[config.mk]
export PLATFORM = sky130hd
export DESIGN_NAME = rf_write_arbiter
export DESIGN_NICKNAME = d
export VERILOG_FILES = /design/src/rtl/rf_write_arbiter.sv
export SDC_FILE = /design/constraint.sdc
export NUM_CORES = 1
export LEC_CHECK = 0
export BUFFER_PORTS_ARGS = -buffer_cell sky130_fd_sc_hd__clkbuf_2
export CAP_MARGIN = 40
export CORE_AREA = 2 2 82 84
export CTS_CLUSTER_DIAMETER = 150
export DETAILED_ROUTE_END_ITERATION = 6
export DIE_AREA = 0 0 84 86
export PLACE_DENSITY = 0.64
export SLEW_MARGIN = 20
export SYNTH_ARGS = -nofsm -noshare
export SYNTH_HDL_FRONTEND = slang
export SYNTH_SLANG_ARGS = --single-unit
[constraint.sdc]
create_clock -name clk -period 2.7 [get_ports clk]
set_input_delay 0.27 -clock clk [delete_from_list [all_inputs] [get_ports clk]]
set_output_delay 0.27 -clock clk [all_outputs]
set_load 0.05 [all_outputs]
[src/rtl/rf_write_arbiter.sv]
// rtl/rf_write_arbiter.sv - register-file write-port arbiter between WB stage and long-latency unit
module rf_write_arbiter #(
    parameter int MAX_WAIT = 4,
    parameter int CNT_W    = 3
) (
    input  logic        clk,
    input  logic        rst,

    input  logic        wb_we_i,
    input  logic [4:0]  wb_waddr_i,
    input  logic [31:0] wb_wdata_i,

    input  logic        ll_valid_i,
    input  logic [4:0]  ll_waddr_i,
    input  logic [31:0] ll_wdata_i,
    output logic        ll_ready_o,

    output logic        stall_req_o,

    output logic        rf_we_o,
    output logic [4:0]  rf_waddr_o,
    output logic [31:0] rf_wdata_o
);

    localparam logic [CNT_W-1:0] MAX_CNT = CNT_W'(MAX_WAIT);

    logic             wb_eff;
    logic             addr_match;
    logic             ll_ready;
    logic             xfer;
    logic             wb_grant;
    logic             ll_grant;
    logic [CNT_W-1:0] wait_cnt;
    logic [CNT_W-1:0] wait_cnt_nxt;

    // Per-cycle grant: WB always wins the port; a colliding long-latency
    // result is older than the WB write, so it is consumed and dropped.
    // Writes to r0 are never issued but still complete the handshake.
    always_comb begin
        wb_eff     = wb_we_i && (wb_waddr_i != 5'd0);
        addr_match = (ll_waddr_i == wb_waddr_i);
        ll_ready   = 1'b0;
        wb_grant   = 1'b0;
        ll_grant   = 1'b0;
        if (!rst) begin
            if (wb_eff) begin
                wb_grant = 1'b1;
                ll_ready = ll_valid_i && addr_match;
            end else if (ll_valid_i) begin
                ll_ready = 1'b1;
                ll_grant = (ll_waddr_i != 5'd0);
            end
        end
        xfer = ll_valid_i && ll_ready;
    end

    assign ll_ready_o = ll_ready;

    // Refusal counter: counts consecutive refused cycles of a pending
    // long-latency result, saturating at MAX_WAIT.
    always_comb begin
        wait_cnt_nxt = wait_cnt;
        if (!ll_valid_i || xfer) begin
            wait_cnt_nxt = '0;
        end else if (wait_cnt != MAX_CNT) begin
            wait_cnt_nxt = wait_cnt + CNT_W'(1);
        end
    end

    // Counter and bubble request; the request tracks the saturated counter,
    // so a transfer on the saturating cycle keeps it low.
    always_ff @(posedge clk) begin
        if (rst) begin
            wait_cnt    <= '0;
            stall_req_o <= 1'b0;
        end else begin
            wait_cnt    <= wait_cnt_nxt;
            stall_req_o <= (wait_cnt_nxt == MAX_CNT);
        end
    end

    // Write-port register: one-cycle latency; address/data hold when idle.
    always_ff @(posedge clk) begin
        if (rst) begin
            rf_we_o    <= 1'b0;
            rf_waddr_o <= 5'd0;
            rf_wdata_o <= 32'd0;
        end else if (wb_grant) begin
            rf_we_o    <= 1'b1;
            rf_waddr_o <= wb_waddr_i;
            rf_wdata_o <= wb_wdata_i;
        end else if (ll_grant) begin
            rf_we_o    <= 1'b1;
            rf_waddr_o <= ll_waddr_i;
            rf_wdata_o <= ll_wdata_i;
        end else begin
            rf_we_o    <= 1'b0;
        end
    end

endmodule

==> results.json, run 1 <==
{
  "dp_slack_ns": 0.638,
  "cts-root-buf": "clkbuf_8",
  "rsz0062_at_grt": "false",
  "post-route-min-period_ns": 1.84,
  "slew_headroom_pct": 60.8,
  "drc": 0,
  "syn_nets": 323,
  "ys_types": 33,
  "io_pins": 118,
  "dpl.hpwl_um": 4380,
  "synth-seq-cells": 42,
  "cts_buffers": 5,
  "rrSetupSlack_ns": 1.46,
  "core_mm2": 0.00628,
  "htree_num_levels": 2,
  "synth_edf_count": 0,
  "port_buffers": 117,
  "ys_top_cells_by_area": "dfxtp_1 39%, a21oi_2 12%, a211oi_2 7.5%",
  "cts-resized-gates": 0,
  "start_util_pct": 34.5,
  "dr.pass1.iters": 4,
  "criticalPathCategory": "input pin to output pin",
  "layout.nets": 435,
  "crit_path_end_kind": "output pin",
  "die_w_um": 84,
  "ant_nets": 0,
  "slew_violations": 0,
  "clock-sinks": 42,
  "ys_seq_area_share_pct": 38.8,
  "worstPathRequired_ns": 2.43,
  "place_congestion": 0.734,
  "placed_cell_area_mm2": 0.00280,
  "outcome": "finished, final reports clean",
  "fillers": 659,
  "vias": 2138,
  "p_sw_share_pct": 34.7,
  "pwr_density_cell_mw_per_mm2": 536,
  "antenna_found_initial": 0,
  "avgSynthCellArea_um2": 8.92,
  "reg2reg_depth": 5,
  "yosys_most_used_dff": "dfxtp_1",
  "syn_area_mm2": 0.00217,
  "cts_hold_buf": 0,
  "tightestPinTransition_ns": 0.587,
  "clkTransAtPathRegs_ns": 0.08,
  "grt_overflow": 0,
  "row_count": 29,
  "fin_ws_ns": 0.864,
  "drive_gt1_share_pct": 50.8,
  "clock_latency_ns": 0.29,
  "post_cts_buffers": 0,
  "drt-total-wl_um": 5680,
  "fin_util_pct": 46.0,
  "finClkSkew_ns": 0.00436,
  "seqPwrFrac_pct": 44.5,
  "grt_pass1_vias": 2056,
  "detail_route.vias_per_cell": 4.96,
  "async_flop_share_pct": 0,
  "ir_worst_vdd_mv": 0.223,
  "syn2layout_area_growth_pct": 33.1,
  "hold_depth": 3,
  "comb_power_share_pct": 29.9,
  "grt_pass1_wl_um": 9310,
  "p_sw_mw": 0.537,
  "grt_max_degree": 40,
  "worst-endpoint-arrival_ns": 1.57,
  "setup_tns_ns": 0,
  "finalSetupViolations": 0,
  "grt_usage_pct": 15.6,
  "layout_worst_path_cycle_share_pct": 68.0,
  "die_h_um": 86,
  "cp-start-kind": "input pin",
  "power_leakage_nw": 1.30,
  "hold_viol": 0,
  "drt_iter0_drc": 88,
  "diodes": 0,
  "p_clk_share_pct": 25.6,
  "tritoncts": "yes",
  "max_freq_mhz": 545,
  "synth_top_area_cell": "dfxtp_1",
  "fin_area_mm2": 0.00289,
  "maxCapViolations": 0,
  "crit_fanout": 3,
  "synth_warnings": 0,
  "synth_cells": 243,
  "die_area_mm2": 0.00722,
  "routedWlPerCell_um": 13.2,
  "synth_top_area_share_pct": 38.8,
  "clockBufferDepth": 2,
  "hold_class": "input pin to flop",
  "p_int_mw": 1.01
}
[cells by family after synthesis]
logic type | synth area share [%]
muxes | 0.519
and+or+nand+nor | 17.5
xor gates and xnor gates | 2.02
adders and majority gates | 1.15
AOI/OAI and AO/OA | 33.2
DFF | 38.8
buffers and inverters | 6.87
[power by group through the flow]
stage | combinational, mW | clock [mW] | sequential (mW)
CTS | 0.467 | 0.418 | 0.689
detailed placement | 0.466 | 0 | 0.703
floorplan | 0.171 | 0 | 0.855
global placement | 0.451 | 0 | 0.703
finish | 0.463 | 0.395 | 0.689
global route | 0.496 | 0.443 | 0.693
[through the flow]
| step | hold slack [ns] | total power [mW] | std cells |
|---|---|---|---|
| finish | 0.244 | 1.55 | 431 |
| global route | 0.239 | 1.63 | 431 |
| CTS | 0.239 | 1.57 | 431 |
| detailed placement | 0.453 | 1.17 | 425 |
| global placement | 0.449 | 1.15 | 423 |
| floorplan | 0.432 | 1.03 | 243 |
[flip-flops by register name (all words and copies together), names as in the netlist]
register / flops
rf_wdata_o: 32
rf_waddr_o: 5
rf_we_o: 1
wait_cnt: 3
stall_req_o: 1
[cell type report]
type | instances | area [um^2] | area share [%]
tap | 77 | 96.3 | 3.34
multi-input combinational | 180 | 1180 | 40.9
inverter | 2 | 7.51 | 0.260
clock buffer | 6 | 82.6 | 2.86
sequential | 42 | 841 | 29.1
timing repair buffer | 124 | 678 | 23.5
[cell usage after synthesis, types with 2 or more instances]
cell,count
a211oi_2,13
buf_6,7
a211oi_1,20
a21oi_1,5
o31ai_1,2
ha_1,2
xor2_1,5
dfxtp_1,42
a221oi_1,5
buf_4,3
buf_2,5
o21a_1,2
nor3_1,6
nor2_1,41
clkbuf_1,3
a21oi_2,30
o21ai_0,2
nand2_1,34
inv_1,2
[final timing paths]
check                  from        endpoint
max reg2reg     wait_cnt[0]     stall_req_o
min          wb_wdata_i[14]  rf_wdata_o[14]
min reg2reg  rf_wdata_o[12]  rf_wdata_o[12]
max           wb_waddr_i[4]      ll_ready_o
[layout by cell type, fill, tap and decap left out, types with 2 or more instances in the layout]
cell type and instances:
clkbuf_2 117, dfxtp_1 42, nor2_1 41, nand2_1 34, a21oi_2 30, a211oi_1 20
a211oi_2 13, nor3_1 6, clkbuf_8 6, xor2_1 5, a21oi_1 5, a221oi_1 5
buf_4 5, inv_1 2, o21a_2 2, o31ai_1 2, o21ai_0 2, ha_1 2
buf_16 2
[critical path, stage by stage]
cell	delay, ns
clkbuf_2	0.12
or4_4	0.54
o21ai_4	0.17
a21oi_1	0.06
nor2_1	0.11
clkbuf_2	0.29
[layer usage]
| metal | share of wire, % | routed length [um] | global-route usage, % |
|---|---|---|---|
| met5 | 0 | 0 | 0 |
| met4 | 0.99 | 56 | 3.96 |
| met3 | 7.2 | 408 | 4.14 |
| met2 | 49 | 2780 | 27.3 |
| met1 | 43 | 2440 | 19.3 |
No activity file was read; power rests on OpenSTA's default activity.
==> inputs of run 2 (changes only) <==
--- a/config.mk
+++ b/config.mk
@@ -5,13 +5,14 @@
 export SDC_FILE = /design/constraint.sdc
 export NUM_CORES = 1
 export LEC_CHECK = 0
+export ABC_AREA = 1
 export BUFFER_PORTS_ARGS = -buffer_cell sky130_fd_sc_hd__clkbuf_2
 export CAP_MARGIN = 40
-export CORE_AREA = 2 2 82 84
+export CORE_AREA = 2 2 84 86
 export CTS_CLUSTER_DIAMETER = 150
 export DETAILED_ROUTE_END_ITERATION = 6
-export DIE_AREA = 0 0 84 86
-export PLACE_DENSITY = 0.64
+export DIE_AREA = 0 0 86 88
+export PLACE_DENSITY = 0.66
 export SLEW_MARGIN = 20
 export SYNTH_ARGS = -nofsm -noshare
 export SYNTH_HDL_FRONTEND = slang
==> constraint.sdc (replaced) <==
create_clock -name clk -period 1.6 [get_ports clk]
set_input_delay 0.16 -clock clk [delete_from_list [all_inputs] [get_ports clk]]
set_output_delay 0.16 -clock clk [all_outputs]
set_load 0.05 [all_outputs]
==> run 2 against run 1 <==
- die area grew 4.8%
- clock skew fell by 0.0041 ns
- setup slack lost 0.67 ns
- clock power rose by 78%
- combinational power increased by 64%
- sequential cell count did not move
- global-route usage rose by 0.31 points
- sequential share of layout area fell by 0.83 points
- cell count grew 29%
==> results.json, run 2 <==
{
  "synth_warnings": 0,
  "start_util_pct": 34.2,
  "power_leakage_nw": 1.86,
  "outcome": "finished, final reports clean",
  "final_common_cell": "clkbuf_2",
  "synth_top_area_cell": "dfxtp_1",
  "dpl.hpwl_um": 4620,
  "clkTransAtPathRegs_ns": 0.08,
  "use_met3_pct": 3.20,
  "row_count": 30,
  "ir_worst_vdd_mv": 0.357,
  "synth_edf_count": 0,
  "largest_register_ff_count": 32,
  "die_area_mm2": 0.00757,
  "grt_overflow": 0,
  "criticalPathCategory": "input pin to output pin",
  "ys_seq_area_share_pct": 37.0,
  "place_congestion": 0.853,
  "layout.nets": 557,
  "instances_no_fill": 558,
  "ant_nets": 0,
  "max_freq_mhz": 709,
  "avgSynthCellArea_um2": 6.24,
  "htree_num_levels": 2,
  "finClkSkew_ns": 0.000234,
  "crit_fanout": 5,
  "diodes": 0,
  "p_sw_mw": 0.917,
  "core_mm2": 0.00664,
  "async_flop_share_pct": 0,
  "grt_use_met2_pct": 28.9,
  "syn_nets": 444,
  "power_mw": 2.62,
  "fillers": 708,
  "cts_hold_buf": 0,
  "cp-start-kind": "input pin",
  "dr.pass1.iters": 4,
  "crit_path_end_kind": "output pin",
  "cts_buffers": 5,
  "grt_pass1_wl_um": 9740,
  "port_buffers": 117,
  "p_clk_share_pct": 26.8,
  "slew_headroom_pct": 61.1,
  "clockBufferDepth": 2,
  "use_met1_pct": 19.0,
  "drc": 0,
  "p_sw_share_pct": 35.0,
  "comb_power_share_pct": 29.0,
  "finalSetupViolations": 0,
  "rsz0062_at_grt": "false",
  "drive_gt1_share_pct": 29.3,
  "p_int_mw": 1.70,
  "detail_route.vias_per_cell": 4.41,
  "tightestPinTransition_ns": 0.583,
  "drt-total-wl_um": 6070,
  "busiest_layer": "met2",
  "dp_cells": 550,
  "syn_area_mm2": 0.00227,
  "routedWlPerCell_um": 10.9,
  "io_pins": 118,
  "layout_worst_path_cycle_share_pct": 88.1,
  "cts-resized-gates": 0,
  "ys_types": 24,
  "grt_pass1_vias": 2249,
  "setup_tns_ns": 0,
  "syn2layout_area_growth_pct": 30.8,
  "ys_top_cells_by_area": "dfxtp_1 37%, nand2_1 19%, nand3_1 12%",
  "worst-endpoint-arrival_ns": 1.25,
  "seqPwrFrac_pct": 44.2,
  "top_register": "rf_wdata_o",
  "post_cts_buffers": 0,
  "clock-sinks": 42,
  "die_h_um": 88,
  "maxCapViolations": 0,
  "drt_iter0_drc": 100,
  "synth-seq-cells": 42,
  "cts-root-buf": "clkbuf_8",
  "hold_viol": 0,
  "synthMostInstantiatedCell": "nand2_1",
  "die_w_um": 86,
  "grt_max_degree": 34,
  "tritoncts": "yes",
  "antenna_found_initial": 0,
  "clock_latency_ns": 0.29,
  "post-route-min-period_ns": 1.41,
  "slew_violations": 0,
  "hold_class": "input pin to flop",
  "yosys_most_used_dff": "dfxtp_1",
  "pwr_density_cell_mw_per_mm2": 881,
  "synth_cells": 364,
  "top_regs": "rf_wdata_o (32), rf_waddr_o (5), wait_cnt (3)",
  "final_cell_mix": "117 x clkbuf_2, 114 x nand2_1, 56 x nor2_1",
  "vias": 2460,
  "synth_common_cells": "114 x nand2_1, 56 x nor2_1, 54 x inv_1, 54 x nand3_1, 42 x dfxtp_1",
  "grt_usage_pct": 16.0,
  "synth_top_area_share_pct": 37.0,
  "worstPathRequired_ns": 1.44
}
run 2: cells by family (layout without fill, tap and decap cells):
kind of cell | Yosys count | count (layout) | synth area share [%]
buf+inv | 75 | 189 | 15.1
fa+ha+maj | 2 | 2 | 1.10
xor+xnor | 2 | 2 | 0.771
flops | 42 | 42 | 37.0
simple gates | 231 | 231 | 42.3
compound gates | 12 | 12 | 3.69
run 2: worst paths after layout:
kind,cells past startpoint,to,startpoint,slack (ns)
max,9,ll_ready_o,wb_waddr_i[2],0.19
min,5,rf_wdata_o[11],ll_wdata_i[11],0.15
max reg2reg,7,stall_req_o,wait_cnt[0],0.40
min reg2reg,2,rf_waddr_o[3],rf_waddr_o[3],0.47
run 2: cell type report:
class | instances | area [um^2] | area share, %
Clock buffer | 7 | 86.3 | 2.91
Clock inverter | 1 | 5.00 | 0.168
Inverter | 57 | 214 | 7.20
Multi-Input combinational cell | 247 | 1090 | 36.6
Sequential cell | 42 | 841 | 28.3
Tap cell | 80 | 100 | 3.37
Timing Repair Buffer | 124 | 638 | 21.5
run 2: worst max-delay path, cell delays in order:
cell	delay (ns)
clkbuf_2	0.11
nor2_1	0.12
nand3_1	0.12
nand2_1	0.16
inv_1	0.12
nand2_1	0.08
nand2_1	0.06
inv_1	0.06
clkbuf_2	0.26
run 2: layer usage:
layer,vias to the layer above,share of wire [%]
li1,1322,-
met1,1064,44
met2,70,48
met3,4,6.5
met4,0,0.81
met5,-,0
run 2: power groups by stage:
stage               Sequential, mW  Combinational, mW  Clock [mW]
global placement              1.18              0.757           0
finish                        1.16              0.760       0.703
floorplan                     1.43              0.293           0
global route                  1.17              0.833       0.762
detailed placement            1.18              0.766           0
CTS                           1.16              0.767       0.734
run 2: metrics by stage:
stage               cell area, um^2  hold slack (ns)  worst slack (ns)  utilization (%)
finish                         2970            0.149             0.190             44.7
detailed placement             2880            0.452             0.170             43.4
CTS                            2970            0.137             0.191             44.7
global placement               2880            0.439             0.215             43.4
global route                   2970            0.162            0.0740             44.7
floorplan                      2270            0.349             0.439                -
